--- src/rtl/mem_arbiter_if.sv ---
// Requester, response and memory-side signals shared by mem_arbiter and its environment.
// master = requesters plus memory (drives requests and mem_rdata); slave = the arbiter.
interface mem_arbiter_if #(
  parameter int DATA_WIDTH = 32
);
  logic                  p0_req_valid;
  logic                  p0_req_ready;
  logic [31:0]           p0_addr;
  logic                  p0_rsp_valid;
  logic [DATA_WIDTH-1:0] p0_rsp_rdata;

  logic                  p1_req_valid;
  logic                  p1_req_ready;
  logic [31:0]           p1_addr;
  logic [DATA_WIDTH-1:0] p1_wdata;
  logic                  p1_we;
  logic                  p1_lock;
  logic                  p1_rsp_valid;
  logic [DATA_WIDTH-1:0] p1_rsp_rdata;

  logic [31:0]           mem_addr;
  logic [DATA_WIDTH-1:0] mem_wdata;
  logic                  mem_rw;
  logic [DATA_WIDTH-1:0] mem_rdata;

  modport master (
    output p0_req_valid, p0_addr,
    output p1_req_valid, p1_addr, p1_wdata, p1_we, p1_lock,
    output mem_rdata,
    input  p0_req_ready, p0_rsp_valid, p0_rsp_rdata,
    input  p1_req_ready, p1_rsp_valid, p1_rsp_rdata,
    input  mem_addr, mem_wdata, mem_rw
  );

  modport slave (
    input  p0_req_valid, p0_addr,
    input  p1_req_valid, p1_addr, p1_wdata, p1_we, p1_lock,
    input  mem_rdata,
    output p0_req_ready, p0_rsp_valid, p0_rsp_rdata,
    output p1_req_ready, p1_rsp_valid, p1_rsp_rdata,
    output mem_addr, mem_wdata, mem_rw
  );
endinterface

--- src/rtl/mem_arbiter.sv ---
// Two-port arbiter for a single-port async-read memory: p1 (load/store, lockable) has priority,
// p0 (fetch) is force-granted after MAX_WAIT denials. Optional grant counters under MEM_ARB_STATS_EN.
module mem_arbiter #(
  parameter int DATA_WIDTH = 32,
  parameter int MAX_WAIT   = 4
) (
  input  logic         clk,
  input  logic         reset_n,
  mem_arbiter_if.slave bus
`ifdef MEM_ARB_STATS_EN
  ,
  output logic [31:0]  stat_p0_grants,
  output logic [31:0]  stat_p1_grants,
  output logic [15:0]  stat_p0_forced
`endif
);

  typedef enum logic {
    ARB    = 1'b0,
    LOCKED = 1'b1
  } state_t;

  localparam logic [3:0] MaxWait = 4'(MAX_WAIT);

  state_t                state_q, state_d;
  logic [3:0]            wait_cnt_q, wait_cnt_d;
  logic                  p0_rsp_valid_q, p0_rsp_valid_d;
  logic                  p1_rsp_valid_q, p1_rsp_valid_d;
  logic [DATA_WIDTH-1:0] p0_rsp_rdata_q, p0_rsp_rdata_d;
  logic [DATA_WIDTH-1:0] p1_rsp_rdata_q, p1_rsp_rdata_d;

  logic p0Grant;
  logic p1Grant;
  logic p0Forced;
  logic starved;

  assign starved = (wait_cnt_q >= MaxWait);

  // Grants are gated by reset_n itself so the memory is released the instant reset asserts.
  always_comb begin
    state_d  = state_q;
    p0Grant  = 1'b0;
    p1Grant  = 1'b0;
    p0Forced = 1'b0;
    if (reset_n) begin
      case (state_q)
        ARB: begin
          if (bus.p0_req_valid && bus.p1_req_valid) begin
            if (starved) begin
              p0Grant  = 1'b1;
              p0Forced = 1'b1;
            end else begin
              p1Grant  = 1'b1;
            end
          end else begin
            p0Grant = bus.p0_req_valid;
            p1Grant = bus.p1_req_valid;
          end
          if (p1Grant && bus.p1_lock) begin
            state_d = LOCKED;
          end
        end
        LOCKED: begin
          p1Grant = bus.p1_req_valid;
          // Dropping lock releases ownership whether or not p1 is issuing its final access.
          if (!bus.p1_lock) begin
            state_d = ARB;
          end
        end
        default: state_d = ARB;
      endcase
    end
  end

  always_comb begin
    wait_cnt_d = 4'd0;
    if (bus.p0_req_valid && !p0Grant) begin
      wait_cnt_d = starved ? wait_cnt_q : wait_cnt_q + 4'd1;
    end
  end

  always_comb begin
    p0_rsp_valid_d = p0Grant;
    p1_rsp_valid_d = p1Grant;
    p0_rsp_rdata_d = p0_rsp_rdata_q;
    p1_rsp_rdata_d = p1_rsp_rdata_q;
    if (p0Grant) begin
      p0_rsp_rdata_d = bus.mem_rdata;
    end
    if (p1Grant) begin
      p1_rsp_rdata_d = bus.p1_we ? '0 : bus.mem_rdata;
    end
  end

  always_ff @(posedge clk or negedge reset_n) begin
    if (!reset_n) begin
      state_q        <= ARB;
      wait_cnt_q     <= 4'd0;
      p0_rsp_valid_q <= 1'b0;
      p1_rsp_valid_q <= 1'b0;
      p0_rsp_rdata_q <= '0;
      p1_rsp_rdata_q <= '0;
    end else begin
      state_q        <= state_d;
      wait_cnt_q     <= wait_cnt_d;
      p0_rsp_valid_q <= p0_rsp_valid_d;
      p1_rsp_valid_q <= p1_rsp_valid_d;
      p0_rsp_rdata_q <= p0_rsp_rdata_d;
      p1_rsp_rdata_q <= p1_rsp_rdata_d;
    end
  end

  assign bus.p0_req_ready = p0Grant;
  assign bus.p1_req_ready = p1Grant;
  assign bus.mem_addr     = p1Grant ? bus.p1_addr : (p0Grant ? bus.p0_addr : 32'd0);
  assign bus.mem_wdata    = bus.p1_wdata;
  assign bus.mem_rw       = p1Grant && bus.p1_we;
  assign bus.p0_rsp_valid = p0_rsp_valid_q;
  assign bus.p1_rsp_valid = p1_rsp_valid_q;
  assign bus.p0_rsp_rdata = p0_rsp_rdata_q;
  assign bus.p1_rsp_rdata = p1_rsp_rdata_q;

`ifdef MEM_ARB_STATS_EN
  logic [31:0] stat_p0_grants_q;
  logic [31:0] stat_p1_grants_q;
  logic [15:0] stat_p0_forced_q;

  always_ff @(posedge clk or negedge reset_n) begin
    if (!reset_n) begin
      stat_p0_grants_q <= 32'd0;
      stat_p1_grants_q <= 32'd0;
      stat_p0_forced_q <= 16'd0;
    end else begin
      if (p0Grant)  stat_p0_grants_q <= stat_p0_grants_q + 32'd1;
      if (p1Grant)  stat_p1_grants_q <= stat_p1_grants_q + 32'd1;
      if (p0Forced) stat_p0_forced_q <= stat_p0_forced_q + 16'd1;
    end
  end

  assign stat_p0_grants = stat_p0_grants_q;
  assign stat_p1_grants = stat_p1_grants_q;
  assign stat_p0_forced = stat_p0_forced_q;
`endif

endmodule

--- src/flat_wrapper.sv ---
// flat-port wrapper written by rule: the top's interface ports become plain ports
module mem_arbiter_flat 
#(
  parameter int DATA_WIDTH = 32,
  parameter int MAX_WAIT   = 4
)
  (clk, reset_n, bus_p0_req_valid, bus_p0_addr, bus_p1_req_valid, bus_p1_addr, bus_p1_wdata, bus_p1_we, bus_p1_lock, bus_mem_rdata, bus_p0_req_ready, bus_p0_rsp_valid, bus_p0_rsp_rdata, bus_p1_req_ready, bus_p1_rsp_valid, bus_p1_rsp_rdata, bus_mem_addr, bus_mem_wdata, bus_mem_rw);
  mem_arbiter_if #(.DATA_WIDTH(DATA_WIDTH)) bus_i ();
  input  logic clk;
  input  logic reset_n;
  input wire logic [$bits(bus_i.p0_req_valid)-1:0] bus_p0_req_valid;
  input wire logic [$bits(bus_i.p0_addr)-1:0] bus_p0_addr;
  input wire logic [$bits(bus_i.p1_req_valid)-1:0] bus_p1_req_valid;
  input wire logic [$bits(bus_i.p1_addr)-1:0] bus_p1_addr;
  input wire logic [$bits(bus_i.p1_wdata)-1:0] bus_p1_wdata;
  input wire logic [$bits(bus_i.p1_we)-1:0] bus_p1_we;
  input wire logic [$bits(bus_i.p1_lock)-1:0] bus_p1_lock;
  input wire logic [$bits(bus_i.mem_rdata)-1:0] bus_mem_rdata;
  output wire logic [$bits(bus_i.p0_req_ready)-1:0] bus_p0_req_ready;
  output wire logic [$bits(bus_i.p0_rsp_valid)-1:0] bus_p0_rsp_valid;
  output wire logic [$bits(bus_i.p0_rsp_rdata)-1:0] bus_p0_rsp_rdata;
  output wire logic [$bits(bus_i.p1_req_ready)-1:0] bus_p1_req_ready;
  output wire logic [$bits(bus_i.p1_rsp_valid)-1:0] bus_p1_rsp_valid;
  output wire logic [$bits(bus_i.p1_rsp_rdata)-1:0] bus_p1_rsp_rdata;
  output wire logic [$bits(bus_i.mem_addr)-1:0] bus_mem_addr;
  output wire logic [$bits(bus_i.mem_wdata)-1:0] bus_mem_wdata;
  output wire logic [$bits(bus_i.mem_rw)-1:0] bus_mem_rw;
  assign bus_i.p0_req_valid = bus_p0_req_valid;
  assign bus_i.p0_addr = bus_p0_addr;
  assign bus_i.p1_req_valid = bus_p1_req_valid;
  assign bus_i.p1_addr = bus_p1_addr;
  assign bus_i.p1_wdata = bus_p1_wdata;
  assign bus_i.p1_we = bus_p1_we;
  assign bus_i.p1_lock = bus_p1_lock;
  assign bus_i.mem_rdata = bus_mem_rdata;
  assign bus_p0_req_ready = bus_i.p0_req_ready;
  assign bus_p0_rsp_valid = bus_i.p0_rsp_valid;
  assign bus_p0_rsp_rdata = bus_i.p0_rsp_rdata;
  assign bus_p1_req_ready = bus_i.p1_req_ready;
  assign bus_p1_rsp_valid = bus_i.p1_rsp_valid;
  assign bus_p1_rsp_rdata = bus_i.p1_rsp_rdata;
  assign bus_mem_addr = bus_i.mem_addr;
  assign bus_mem_wdata = bus_i.mem_wdata;
  assign bus_mem_rw = bus_i.mem_rw;
  mem_arbiter #(.DATA_WIDTH(DATA_WIDTH), .MAX_WAIT(MAX_WAIT)) u_core (.clk(clk), .reset_n(reset_n), .bus(bus_i));
endmodule
--- config.mk ---
export PLATFORM = sky130hd
export DESIGN_NAME = mem_arbiter_flat
export DESIGN_NICKNAME = d
export VERILOG_FILES = /design/src/rtl/mem_arbiter_if.sv /design/src/rtl/mem_arbiter.sv /design/src/flat_wrapper.sv
export SDC_FILE = /design/constraint.sdc
export NUM_CORES = 1
export LEC_CHECK = 0
export ABC_AREA = 0
export CAP_MARGIN = 20
export CORE_MARGIN = 1
export CORE_UTILIZATION = 34
export CTS_CLUSTER_SIZE = 10
export DETAILED_ROUTE_END_ITERATION = 6
export PLACE_DENSITY = 0.81
export SYNTH_ARGS = -nofsm -noshare
export SYNTH_HDL_FRONTEND = slang
export SYNTH_SLANG_ARGS = --single-unit
--- constraint.sdc ---
create_clock -name clk -period 2.3 [get_ports clk]
set_input_delay 0.69 -clock clk [delete_from_list [all_inputs] [get_ports clk]]
set_output_delay 0.69 -clock clk [all_outputs]
set_load 0.1 [all_outputs]
==> flow_summary.json <==
{
  "status": "finished with violations",
  "violations": "setup timing",
  "die_x_um": 103,
  "grt_pass1_vias": 3022,
  "nNetsFinal": 597,
  "cp_max_fo": 7,
  "min_period_ns": 2.52,
  "power.total_mw": 6.46,
  "power_density_nw_per_um2": 1020,
  "dp_hpwl_mm": 9.11,
  "synth_cells": 271,
  "io_buffers": 202,
  "setup_ws_ns": -0.219,
  "crit_arrival_ns": 1.83,
  "yosysSeqAreaShare_pct": 51.0,
  "synth_largest_area_cell": "dfrtp_1",
  "final_cell_mix": "clkdlybuf4s50_1, buf_4, dfrtp_1, mux2_2, buf_12",
  "grtUsageTotal_pct": 21.9,
  "clockBufferDepth": 2,
  "postRouteAntennaNets": 0,
  "core_area_um2": 9860,
  "routedWlPerCell_um": 19.7,
  "drive_above_1_share_pct": 52.5,
  "fin_crit_sh_pct": 110,
  "drtIter0Drc": 85,
  "antenna_found_initial": 2,
  "max_cap_violations": 0,
  "synth_nets": 406,
  "hold_path.class": "in -> async",
  "die_h_um": 103,
  "ys_types": 27,
  "nFillCells": 724,
  "cp_slowest_stage_delay_ns": 0.42,
  "end_kind": "output port",
  "synthTopCellsByArea": "dfrtp_1, mux2_2, a22o_1, buf_4, nor2b_1",
  "grt_first_pass_wirelength_mm": 16.7,
  "worstPathCellList": "buf_6 > inv_8 > o311a_4 > clkbuf_16 > a22o_4 > buf_12",
  "grt-ovfl-total": 0,
  "wl_mm": 11.9,
  "pin_count": 267,
  "drcViolationCount": 0,
  "final.setup_skew_ns": 0.00992,
  "hold_violations": 0,
  "ys_ff_latch": 71,
  "syn_area_per_cell_um2": 12.8,
  "start_util_pct": 35.3,
  "slew_viol_final": 0,
  "htree_levels": 3,
  "syn_to_final_growth_pct": 81.7,
  "ys_warn_count": 0,
  "vdd_drop_max_uv": 872,
  "crit_type": "in -> out",
  "num_rows": 36,
  "grt_max_degree": 69,
  "die-area_um2": 10700,
  "clock.fmax_ghz": 0.397,
  "setup_viol": 34,
  "cts_tree": "done",
  "vias": 2923,
  "place_congestion": 0.757,
  "synth_area_um2": 3480,
  "yosysTopAreaCellShare_pct": 51.0,
  "p_leak_nw": 2.89,
  "critical_path_required_ns": 1.61,
  "rsz0062_at_grt": "yes",
  "via_per_inst": 4.86,
  "start_kind": "input pin",
  "clk_latency_ns": 0.35,
  "dr.pass1.iters": 4,
  "clk_pin_slew_ns": 0.07,
  "worstMarginPinSlew_ns": 0.860,
  "slew_headroom_pct": 42.7,
  "cts_buffers": 9,
  "clock-sinks": 71,
  "final_common_cell": "clkdlybuf4s50_1",
  "whs_ns": 0.280,
  "clockRootBuffer": "clkbuf_8",
  "slowest_stage": "o311a_4"
}
==> synthesized netlist by cell type <==
library cell and n:
mux2_2 58, nor2_2 1, buf_2 11, clkbuf_1 3
nand3b_1 1, and3_1 1, ha_1 1, nand2b_1 1
nand2_1 1, buf_4 33, mux2i_1 1, and2_1 1
mux2_4 6, nor3_1 1, inv_1 2, a31oi_1 1
a21oi_1 3, buf_6 2, xnor2_1 1, nor2b_1 32
dfrtp_1 71, inv_2 1, nand4b_1 1, a22o_1 32
nand4_1 1, o21ai_0 3, o311a_1 1
==> path summary, 6_finish.rpt <==
path / from / endpoint / slack, ns / cells after the start
max in group asynchronous: reset_n / u_core.bus.p0_rsp_rdata[5] / 1.14 / 2
min in group clk: u_core.bus.p0_rsp_rdata[6] / u_core.bus.p0_rsp_rdata[6] / 0.51 / 1
hold / removal: reset_n / u_core.bus.p1_rsp_valid / 0.28 / 2
setup reg to reg: u_core.state_q / u_core.bus.p1_rsp_rdata[14] / 0.41 / 6
setup / recovery: bus_p0_req_valid / bus_mem_addr[20] / -0.22 / 6
hold reg to reg: u_core.bus.p0_rsp_rdata[6] / u_core.bus.p0_rsp_rdata[6] / 0.51 / 1
==> power by group <==
| part | internal, mW | total [mW] | leakage, nW | switching (mW) |
|---|---|---|---|---|
| Sequential | 1.53 | 1.68 | 0.883 | 0.159 |
| Clock | 0.609 | 1.05 | 0.104 | 0.444 |
| Combinational | 1.02 | 3.72 | 1.91 | 2.70 |
==> flip-flops by register name, summed over array words and instances (netlist names) <==
| signal | count |
|---|---|
| u_core.bus.p0_rsp_rdata | 32 |
| u_core.bus.p0_rsp_valid | 1 |
| u_core.bus.p1_rsp_rdata | 32 |
| u_core.bus.p1_rsp_valid | 1 |
| u_core.state_q | 1 |
| u_core.wait_cnt_q | 4 |
==> logic make-up (layout without fill, tap and decap cells) <==
logic type	count (synthesis)	in the layout	synth area share (%)
XOR/XNOR	1	1	0.252
buffers and inverters	52	248	9.99
AND/OR/NAND/NOR	41	41	7.37
AO/OA/AOI/OAI	40	40	9.38
multiplexers	65	65	21.6
other	0	2	0
flip-flops	71	71	51.0
adder cells (fa/ha/maj)	1	1	0.359
==> per-layer routing <==
layer | GRT usage [%] | vias to the layer above | wire, µm
met2 | 41.1 | 133 | 6740
li1 | - | 1312 | -
met5 | 0 | - | 0
met3 | 6.45 | 17 | 956
met1 | 22.4 | 1461 | 4010
met4 | 10.1 | 0 | 184
==> through the flow <==
step                      utilization [%]  TNS [ns]  instances  instance area (µm²)  setup slack, ns
final                                64.1     -6.82        602                 6330           -0.219
after global routing                 64.1     -7.99        602                 6330           -0.252
after CTS                            63.6     -6.41        597                 6270           -0.206
after global placement               60.6    -37.62        574                 5980           -0.697
after detailed placement             60.6    -39.25        574                 5980           -0.709
after floorplan                         -     -3.20        271                 3810           -0.111
==> final cells by class <==
class                      instances  area [µm²]  area share (%)
inverter                           3        18.8           0.297
clock inverter                     4        70.1            1.11
clock buffer                      12         135            2.14
sequential                        71        1780            28.1
tap                              133         166            2.63
antenna                            2        5.00          0.0791
timing repair buffer             229        2490            39.3
multi-input combinational        148        1670            26.4
==> timing repair <==
action	in CTS	in global routing
setup endpoints to repair	35	35
buffers inserted	6	2
hold buffers	0	0
gates cloned	1	1
resized for setup	12	3
pin swaps	2	2
==> worst max-delay path: cells and delay by family <==
| family | cells | cell delay, ns |
|---|---|---|
| buf+inv | 4 | 0.49 |
| compound gates | 2 | 0.65 |
Power figures use the tool's default switching activity.
